`src/rtl/fpga_ps_pkg.sv`:
```
// fpga_ps_pkg: shared state encoding and error codes for the passive-serial loader
package fpga_ps_pkg;
    typedef enum logic [3:0] {
        S_IDLE, S_NCFG, S_WSTAT, S_LOAD, S_SHIFT, S_CHK, S_ICLK, S_WINIT, S_DONE, S_ERR
    } state_t;
    localparam logic [2:0] ERR_NONE     = 3'd0;
    localparam logic [2:0] ERR_STAT_TMO = 3'd1;
    localparam logic [2:0] ERR_STAT_LOW = 3'd2;
    localparam logic [2:0] ERR_NO_CDONE = 3'd3;
    localparam logic [2:0] ERR_INIT_TMO = 3'd4;
endpackage

```
`src/rtl/fpga_ps_loader_sync2.sv`:
```
// sync2: two-flop synchroniser for an asynchronous level input
module sync2 #(
    parameter logic RST_VAL = 1'b0
) (
    input  logic i_clk,
    input  logic i_rst,
    input  logic i_d,
    output logic o_q
);
    logic r_meta;
    always_ff @(posedge i_clk) begin
        if (i_rst) begin
            r_meta <= RST_VAL;
            o_q    <= RST_VAL;
        end else begin
            r_meta <= i_d;
            o_q    <= r_meta;
        end
    end
endmodule

```
`src/rtl/fpga_ps_loader.sv`:
```
// fpga_ps_loader: sequences ACEX1K passive-serial configuration from a byte stream
module fpga_ps_loader
    import fpga_ps_pkg::*;
#(
    parameter int NCFG_CYC  = 16,
    parameter int DCLK_DIV  = 2,
    parameter int TMO_CYC   = 4096,
    parameter int INIT_CLKS = 10
) (
    input  logic       clkin,
    input  logic       rst,
    input  logic       start,
    input  logic       abort,
    input  logic [7:0] din,
    input  logic       din_valid,
    input  logic       din_last,
    output logic       din_ready,
    output logic       config_n,
    input  logic       status_n,
    input  logic       conf_done,
    input  logic       init_done,
    output logic       dclk,
    output logic       data0,
    output logic       busy,
    output logic       done,
    output logic       err,
    output logic [2:0] err_code,
    output logic       warmres_req
);
    localparam int CW = $clog2(TMO_CYC + 1);
    localparam int DW = $clog2(DCLK_DIV + 1);
    localparam logic [CW-1:0] NCFG_LAST = CW'(NCFG_CYC - 1);
    localparam logic [CW-1:0] TMO_LAST  = CW'(TMO_CYC - 1);
    localparam logic [CW-1:0] TMO_MAX   = CW'(TMO_CYC);
    localparam logic [DW-1:0] DIV_LAST  = DW'(DCLK_DIV - 1);
    localparam logic [7:0]    INIT_LAST = 8'(INIT_CLKS - 1);

    state_t        r_state, w_next;
    logic [CW-1:0] r_cnt;
    logic [DW-1:0] r_div;
    logic          r_hi, r_last, r_warm;
    logic [7:0]    r_bit, r_sh;
    logic [2:0]    r_code, w_code;
    logic          w_stat, w_cdone, w_init, w_tick, w_bitend, w_chk, w_idle, w_acc;

    sync2 #(.RST_VAL(1'b1)) u_sync_stat  (.i_clk(clkin), .i_rst(rst), .i_d(status_n),  .o_q(w_stat));
    sync2 #(.RST_VAL(1'b0)) u_sync_cdone (.i_clk(clkin), .i_rst(rst), .i_d(conf_done), .o_q(w_cdone));
    sync2 #(.RST_VAL(1'b0)) u_sync_init  (.i_clk(clkin), .i_rst(rst), .i_d(init_done), .o_q(w_init));

    assign w_idle      = r_state inside {S_IDLE, S_DONE, S_ERR};
    assign w_chk       = r_state inside {S_LOAD, S_SHIFT, S_CHK, S_ICLK};
    assign w_tick      = r_div == DIV_LAST;
    assign w_bitend    = w_tick && r_hi;
    assign din_ready   = r_state == S_LOAD && w_stat && !abort;
    assign w_acc       = din_valid && din_ready;
    assign config_n    = r_state != S_NCFG;
    // a falling nSTATUS kills the DCLK high phase in the very cycle it is seen
    assign dclk        = (r_state == S_SHIFT || r_state == S_ICLK) && r_hi && w_stat;
    assign data0       = r_state == S_SHIFT && r_sh[0];
    assign busy        = !w_idle;
    assign done        = r_state == S_DONE;
    assign err         = r_state == S_ERR;
    assign err_code    = r_code;
    assign warmres_req = r_warm;

    always_comb begin
        w_next = r_state;
        w_code = r_code;
        if (abort)
            w_next = S_IDLE;
        else if (w_chk && !w_stat) begin
            w_next = S_ERR;
            w_code = ERR_STAT_LOW;
        end else
            case (r_state)
                S_IDLE, S_DONE, S_ERR: if (start) begin
                    w_next = S_NCFG;
                    w_code = ERR_NONE;
                end
                S_NCFG:  w_next = r_cnt == NCFG_LAST ? S_WSTAT : S_NCFG;
                S_WSTAT: if (w_stat)
                    w_next = S_LOAD;
                else if (r_cnt == TMO_LAST) begin
                    w_next = S_ERR;
                    w_code = ERR_STAT_TMO;
                end
                S_LOAD:  w_next = w_acc ? S_SHIFT : S_LOAD;
                S_SHIFT: if (w_bitend && r_bit == 8'd7)
                    w_next = r_last ? S_CHK : S_LOAD;
                S_CHK:   if (r_cnt == CW'(1)) begin
                    w_next = w_cdone ? S_ICLK : S_ERR;
                    w_code = w_cdone ? r_code : ERR_NO_CDONE;
                end
                S_ICLK:  w_next = w_bitend && r_bit == INIT_LAST ? S_WINIT : S_ICLK;
                S_WINIT: if (w_init)
                    w_next = S_DONE;
                else if (r_cnt == TMO_LAST) begin
                    w_next = S_ERR;
                    w_code = ERR_INIT_TMO;
                end
                default: w_next = S_IDLE;
            endcase
    end

    always_ff @(posedge clkin) begin
        if (rst) begin
            r_state <= S_IDLE;
            r_cnt   <= '0;
            r_div   <= '0;
            r_hi    <= 1'b0;
            r_bit   <= '0;
            r_sh    <= '0;
            r_last  <= 1'b0;
            r_code  <= ERR_NONE;
            r_warm  <= 1'b0;
        end else begin
            r_state <= w_next;
            r_code  <= w_code;
            r_warm  <= w_next == S_DONE && r_state != S_DONE;
            r_cnt   <= w_next != r_state ? '0 : r_cnt == TMO_MAX ? r_cnt : r_cnt + 1'b1;
            if (w_acc) begin
                r_sh   <= din;
                r_last <= din_last;
            end else if (r_state == S_SHIFT && w_bitend)
                r_sh <= r_sh >> 1;
            if (w_next != r_state) begin
                r_div <= '0;
                r_hi  <= 1'b0;
                r_bit <= '0;
            end else if (r_state == S_SHIFT || r_state == S_ICLK) begin
                r_div <= w_tick ? '0 : r_div + 1'b1;
                if (w_tick)
                    r_hi <= !r_hi;
                if (w_bitend)
                    r_bit <= r_bit + 1'b1;
            end
        end
    end
endmodule

```
`config.mk`:
```
export PLATFORM = sky130hd
export DESIGN_NAME = fpga_ps_loader
export DESIGN_NICKNAME = d
export VERILOG_FILES = /design/src/rtl/fpga_ps_pkg.sv /design/src/rtl/fpga_ps_loader_sync2.sv /design/src/rtl/fpga_ps_loader.sv
export SDC_FILE = /design/constraint.sdc
export NUM_CORES = 1
export LEC_CHECK = 0
export BUFFER_PORTS_ARGS = -buffer_cell sky130_fd_sc_hd__buf_4
export CAP_MARGIN = 15
export CORE_ASPECT_RATIO = 1.2
export CORE_MARGIN = 2
export CORE_UTILIZATION = 40
export DETAILED_ROUTE_END_ITERATION = 12
export PLACE_DENSITY = 0.55
export SYNTH_ARGS = -nofsm -noshare
export SYNTH_HDL_FRONTEND = slang
export SYNTH_SLANG_ARGS = --single-unit
```
`constraint.sdc`:
```
create_clock -name clkin -period 3.2 [get_ports clkin]
set_clock_uncertainty 0.15 [all_clocks]
set_input_delay 0.48 -clock clkin [delete_from_list [all_inputs] [get_ports clkin]]
set_output_delay 0.48 -clock clkin [all_outputs]
set_load 0.1 [all_outputs]
```
==> results of run 1 <==
area by class of cell:
class                   instances  area, µm²
flip-flops and latches         47        941
clock buffers                   6       72.6
fillers                       721       3910
well taps                      90        113
inverters                      13       48.8
clock inverters                 2       16.3
repair buffers                 38        285
multi-input cells             251       1800
metal layers:
metal,part of all wire,track usage
met5,0,0
met3,0.045,0.0316
met2,0.49,0.295
met4,0.015,0.0603
met1,0.45,0.258
cells in the final DEF (no fill, tap or decap), types with 4 or more instances in the layout:
cell type	n
xnor2_1	9
xor2_1	13
nand2b_1	4
clkbuf_8	5
inv_1	12
nor4_2	20
nand2_1	28
o21ai_0	7
ha_1	5
nor4_1	6
nor3_1	9
nand3_1	11
nor2_1	25
a211oi_1	12
nand4_1	8
a21oi_1	7
buf_4	38
dfxtp_1	47
and3_1	6
mux2i_1	8
nand3b_1	4
nor4b_1	4
nor2b_1	12
nor3b_1	4
worst paths after layout:
check                             endpoint  slack [ns]  cells after the start
max                 r_cnt[10]$_SDFFE_PP0P_        0.59                      7
min          u_sync_stat.r_meta$_SDFF_PP1_        0.19                      2
max reg2reg         r_cnt[10]$_SDFFE_PP0P_        0.59                      7
min reg2reg     u_sync_stat.o_q$_SDFF_PP1_        0.27                      1
cells by family after synthesis:
| family | after synthesis | synth area share |
|---|---|---|
| mux | 9 | 0.0325 |
| simple gates | 161 | 0.360 |
| buf+inv | 35 | 0.0629 |
| compound gates | 54 | 0.135 |
| flops | 47 | 0.322 |
| fa+ha+maj | 5 | 0.0214 |
| xor+xnor | 22 | 0.0659 |
power breakdown:
group          switching (mW)  internal [mW]
Clock                   0.228          0.158
Combinational          0.0841         0.0445
Sequential            0.00989          0.593
Total                   0.322          0.795
critical path, delay by kind of cell, from the launching register on:
kind            cells  cell delay, ns
compound gates      3            0.54
buf+inv             1            0.26
flops               1            0.69
simple gates        3            0.86
flip-flops by register name, indices dropped and copies added (netlist names):
| name | cells |
|---|---|
| r_div | 2 |
| r_state | 4 |
| u_sync_stat.r_meta | 1 |
| r_hi | 1 |
| u_sync_init.r_meta | 1 |
| u_sync_cdone.r_meta | 1 |
| u_sync_stat.o_q | 1 |
| err_code | 3 |
| r_last | 1 |
| r_bit | 8 |
| u_sync_init.o_q | 1 |
| r_sh | 8 |
| u_sync_cdone.o_q | 1 |
| warmres_req | 1 |
| r_cnt | 13 |
synth_stat cells, types with 5 or more instances:
cell and number:
mux2i_1 8, inv_1 12, nor4_2 20, o21ai_0 7, nand2_1 28, nor2b_1 12
a21oi_1 7, ha_1 5, xor2_1 13, nand3_1 11, nor2_1 25, a211oi_1 12
xnor2_1 9, buf_2 6, nor3_1 9, and3_1 6, nand4_1 8, clkbuf_1 5
nor4_1 6, dfxtp_1 47
==> results_dict.tcl, run 1 <==
set metrics [dict create \
    detailed_place.area_um2 3190 \
    first_global_vias 2382 \
    placedCellCount 439 \
    post-route-cell-area_um2 3280 \
    synth_seq_cells 47 \
    grt_start_max_net_pins 25 \
    post-route-period-util 0.816 \
    drive_above_1_share 0.218 \
    drt.antenna.violating_nets 0 \
    cts_hold_buf 0 \
    timing.critical_path.from "r_state[2]$_SDFF_PP0_" \
    critical_path.endpoint_type "flip-flop" \
    cts.htree.levels 2 \
    hold_slack_ns 0.188 \
    critPathLaunchType "flip-flop" \
    synth_area_per_cell_um2 8.78 \
    num-nets-final 378 \
    worstSetupPathType "reg2reg" \
    layoutNonFillerInstCount 447 \
    synth_sequential_area_ratio 0.322 \
    tightestPinTransition_ns 0.577 \
    post-route-worst-setup-slack_ns 0.588 \
    syn-cell-area_um2 2920 \
    synth_top_area_cell "dfxtp_1" \
    chipHeight_um 97.7 \
    wire_per_inst_um 15.7 \
    routabilityCongestion 0.868 \
    critical_path.max_fanout 24 \
    synth.lib_cells_used.distinct 62 \
    clockRootBuffer "clkbuf_8" \
    clock_tree_from_tritoncts "done" \
    min_period_ns 2.61 \
    numPortBuffers 27 \
    dp.final_hpwl_um 4900 \
    result_of_the_run "finished clean" \
    final_util 0.456 \
    flow.area_growth_from_synthesis_pct 12.0 \
    p_leak_nw 1.18 \
    tritoncts.num_buffers 5 \
    min-delay-path-class "in2reg" \
    netlist_instances 333 \
    die_w_um 82.1 \
    globalRoute.totalOverflow 0 \
    setup_total_negative_slack_ns 0 \
    dp_slack_ns 0.647 \
    worstPathCellList "and2b_1 -> nand2_1 -> o21ba_2 -> o31a_1 -> o211ai_2 -> buf_4 -> nor4b_1" \
    clock_path_buffers 2 \
    cellPowerDensity_nw_per_um2 341 \
    final_total_pwr_mw 1.12 \
    grt_usage 0.188 \
    grt_pass1_wl_um 11900 \
    synthesis.yosys.warnings 0 \
    synthArstFlopShare 0 \
    detail_route.iter0.violations 175 \
    cp.required_ns 3.27 \
    routed_wirelength_um 7010 \
    post_cts.resized_instances 0 \
    via_count 2534 \
    cpMaxStageDelayCell "dfxtp_1" \
    relSlewSlack 0.612 \
    top_level_ports 28 \
    clk_latency_ns 0.32 \
    fp.dieArea_um2 8010 \
    postSynthNetCount 355 \
    diodes 0 \
    antenna_violations_before_repair 0 \
    worst_ep_arrival_time_ns 2.68 \
    cts_setup_buffers 0 \
    reg2reg_from "r_state[2]$_SDFF_PP0_" \
    clkSinkCount 47 \
    yosysTopAreaCellShare 0.322 \
    critical_path.max_stage_delay_ns 0.69 \
    achievable-frequency_mhz 383 \
    min-delay-start "status_n" \
    final-max-slew-violation-count 0 \
    setup_violations 0 \
    design.core.area_um2 7190 \
    postSynth.topFlopCell "dfxtp_1" \
    drv.max_cap_violation_count 0 \
    clk_pin_slew_worst_paths_ns 0.10 \
    drcViolationCount 0 \
    synth_edf_count 0 \
    ys_top_cells_by_area "dfxtp_1 (32%), nor4_2 (8.6%), xor2_1 (3.9%), nand2_1 (3.6%), nor2_1 (3.2%)" \
    avgViaCountPerCell 5.67 \
    initial_core_util 0.407 \
    row_count 34 \
    detailedRoute.firstPassIterationCount 4 \
    final-hold-violation-count 0 \
    vdd_drop_max_mv 0.160 \
    setup_repair_after_global_routing_missed_its_margin "false" \
]
No activity file was read; power rests on OpenSTA's default activity.
==> run 2, diff against run 1 <==
--- a/config.mk
+++ b/config.mk
@@ -11,7 +11,7 @@
 export CORE_MARGIN = 2
 export CORE_UTILIZATION = 40
 export DETAILED_ROUTE_END_ITERATION = 12
-export PLACE_DENSITY = 0.55
+export PLACE_DENSITY = 0.57
 export SYNTH_ARGS = -nofsm -noshare
 export SYNTH_HDL_FRONTEND = slang
 export SYNTH_SLANG_ARGS = --single-unit
==> constraint.sdc (replaced) <==
create_clock -name clkin -period 2.2 [get_ports clkin]
set_clock_uncertainty 0.15 [all_clocks]
set_input_delay 0.33 -clock clkin [delete_from_list [all_inputs] [get_ports clkin]]
set_output_delay 0.33 -clock clkin [all_outputs]
set_load 0.1 [all_outputs]
==> results_dict.tcl, run 2 (same netlist as run 1, synthesis figures left out) <==
set metrics [dict create \
    worstSetupPathType "reg2reg" \
    clkSinkCount 47 \
    layout_top_registers "r_cnt (13), r_bit (8), r_sh (8)" \
    routed_wirelength_um 8530 \
    worstHoldEndpoint "u_sync_stat.r_meta$_SDFF_PP1_" \
    dp_slack_ns -0.153 \
    grt_usage 0.230 \
    detailedRoute.firstPassIterationCount 4 \
    critical_path.endpoint_type "flip-flop" \
    destination_of_the_worst_register_to_register_timing_path "r_cnt[3]$_SDFFE_PP0P_" \
    fp.dieArea_um2 8010 \
    min-delay-start "status_n" \
    detailed_place.area_um2 3750 \
    via_count 2902 \
    clockRootBuffer "clkbuf_8" \
    setup_violations 24 \
    detail_route.iter0.violations 126 \
    layout.cells.most_common "buf_4" \
    initial_core_util 0.407 \
    most-common-layout-cells "buf_4 (107), dfxtp_1 (30), nand2_1 (26), nor2_1 (24), nor4_2 (20)" \
    top_register "r_cnt" \
    critical_path.max_fanout 7 \
    antenna_violations_before_repair 0 \
    cts.htree.levels 2 \
    reg2reg_setup_slack_ns -0.05 \
    p_leak_nw 1.68 \
    clk_pin_slew_worst_paths_ns 0.10 \
    row_count 34 \
    final_util 0.600 \
    relSlewSlack 0.680 \
    avgViaCountPerCell 5.47 \
    critPathLaunchType "flip-flop" \
    setup_repair_after_global_routing_missed_its_margin "true" \
    min-delay-path-class "in2reg" \
    globalRoute.totalOverflow 0 \
    worst_ep_arrival_time_ns 2.30 \
    reg2reg_from "r_cnt[7]$_SDFFE_PP0P_" \
    cts_hold_buf 0 \
    worstPathCellList "nand4_1 -> or3_4 -> nand3b_1 -> or3b_4 -> o211ai_4 -> buf_8 -> nor4_2" \
    post-route-period-util 1.02 \
    tritoncts.num_buffers 5 \
    critical_path.top_delay_family "simple AND/OR/NAND/NOR gates" \
    num-nets-final 462 \
    final-hold-violation-count 0 \
    largest_reg_flops 13 \
    routabilityCongestion 0.935 \
    chipHeight_um 97.7 \
    clk_latency_ns 0.31 \
    drive_above_1_share 0.488 \
    timing.reg2reg.worst_path_depth 7 \
    post-route-worst-setup-slack_ns -0.0453 \
    die_w_um 82.1 \
    min_period_ns 2.25 \
    critical_path.max_stage_delay_ns 0.42 \
    design.core.area_um2 7190 \
    result_of_the_run "finished, violations left" \
    first_global_vias 3011 \
    final-max-slew-violation-count 0 \
    diodes 0 \
    grt_pass1_wl_um 14300 \
    achievable-frequency_mhz 445 \
    vdd_drop_max_mv 0.252 \
    drt.antenna.violating_nets 0 \
    drv.max_cap_violation_count 0 \
    grt_start_max_net_pins 25 \
    failed_checks "setup timing" \
    hold_path_depth 2 \
    drcViolationCount 0 \
    flow.area_growth_from_synthesis_pct 47.5 \
    cp.required_ns 2.25 \
    numPortBuffers 27 \
    wire_per_inst_um 16.1 \
    cpMaxStageDelayCell "or3_4" \
    post-route-cell-area_um2 4310 \
    clock_tree_from_tritoncts "done" \
    timing.critical_path.buf_inv 1 \
    hold_slack_ns 0.0414 \
    placedCellCount 509 \
    clock_path_buffers 2 \
    dp.final_hpwl_um 6010 \
    tightestPinTransition_ns 0.476 \
    layoutNonFillerInstCount 531 \
    top_level_ports 28 \
    cellPowerDensity_nw_per_um2 423 \
]
run 2: area by class of cell:
cell class / count / area [µm²]
Sequential cell: 47 / 977
Clock buffer: 5 / 68.8
Fill cell: 640 / 2880
Inverter: 13 / 48.8
Multi-Input combinational cell: 254 / 2080
Clock inverter: 3 / 46.3
Tap cell: 90 / 113
Timing Repair Buffer: 119 / 976
run 2: per-layer routing:
layer,track usage,share of wire,up-vias
li1,-,-,1439
met1,0.278,0.43,1389
met2,0.404,0.51,55
met3,0.0279,0.029,19
met4,0.0833,0.023,0
met5,0,0,-
run 2: how the worst max path moves through the flow:
stage / startpoint / to / slack [ns] / depth (start not counted)
CTS: r_cnt[0]$_SDFFE_PP0P_ / r_cnt[2]$_SDFFE_PP0P_ / -0.02 / 8
global placement: r_state[3]$_SDFF_PP0_ / r_bit[3]$_SDFFE_PP0P_ / -0.11 / 8
global route: r_cnt[9]$_SDFFE_PP0P_ / r_cnt[1]$_SDFFE_PP0P_ / -0.11 / 7
finish: r_cnt[7]$_SDFFE_PP0P_ / r_cnt[3]$_SDFFE_PP0P_ / -0.05 / 7
floorplan: r_cnt[0]$_SDFFE_PP0P_ / r_cnt[0]$_SDFFE_PP0P_ / 0.004 / 9
detailed placement: r_cnt[1]$_SDFFE_PP0P_ / err_code[1]$_SDFFE_PP0P_ / -0.15 / 9
run 2: stage by stage:
step	setup TNS (ns)	power, mW
6_report	-0.565	1.82
3_3_place_gp	-2.13	1.12
4_1_cts	-0.126	1.83
3_5_place_dp	-2.47	1.12
5_1_grt	-2.35	1.89
2_1_floorplan	0	1.03
run 2: power breakdown:
part | internal, mW | total [mW] | switching (mW) | leakage, nW
registers | 0.858 | 0.871 | 0.0127 | 0.391
logic | 0.118 | 0.273 | 0.155 | 1.23
clock network | 0.343 | 0.681 | 0.338 | 0.0548
total | 1.32 | 1.82 | 0.505 | 1.68
run 2: repair_timing:
action                     in CTS  in global routing
gates resized for setup        44                 36
setup endpoints to repair      32                 36
pin swaps                       5                  9
cloned                          4                  0
setup buffers                   6                  4
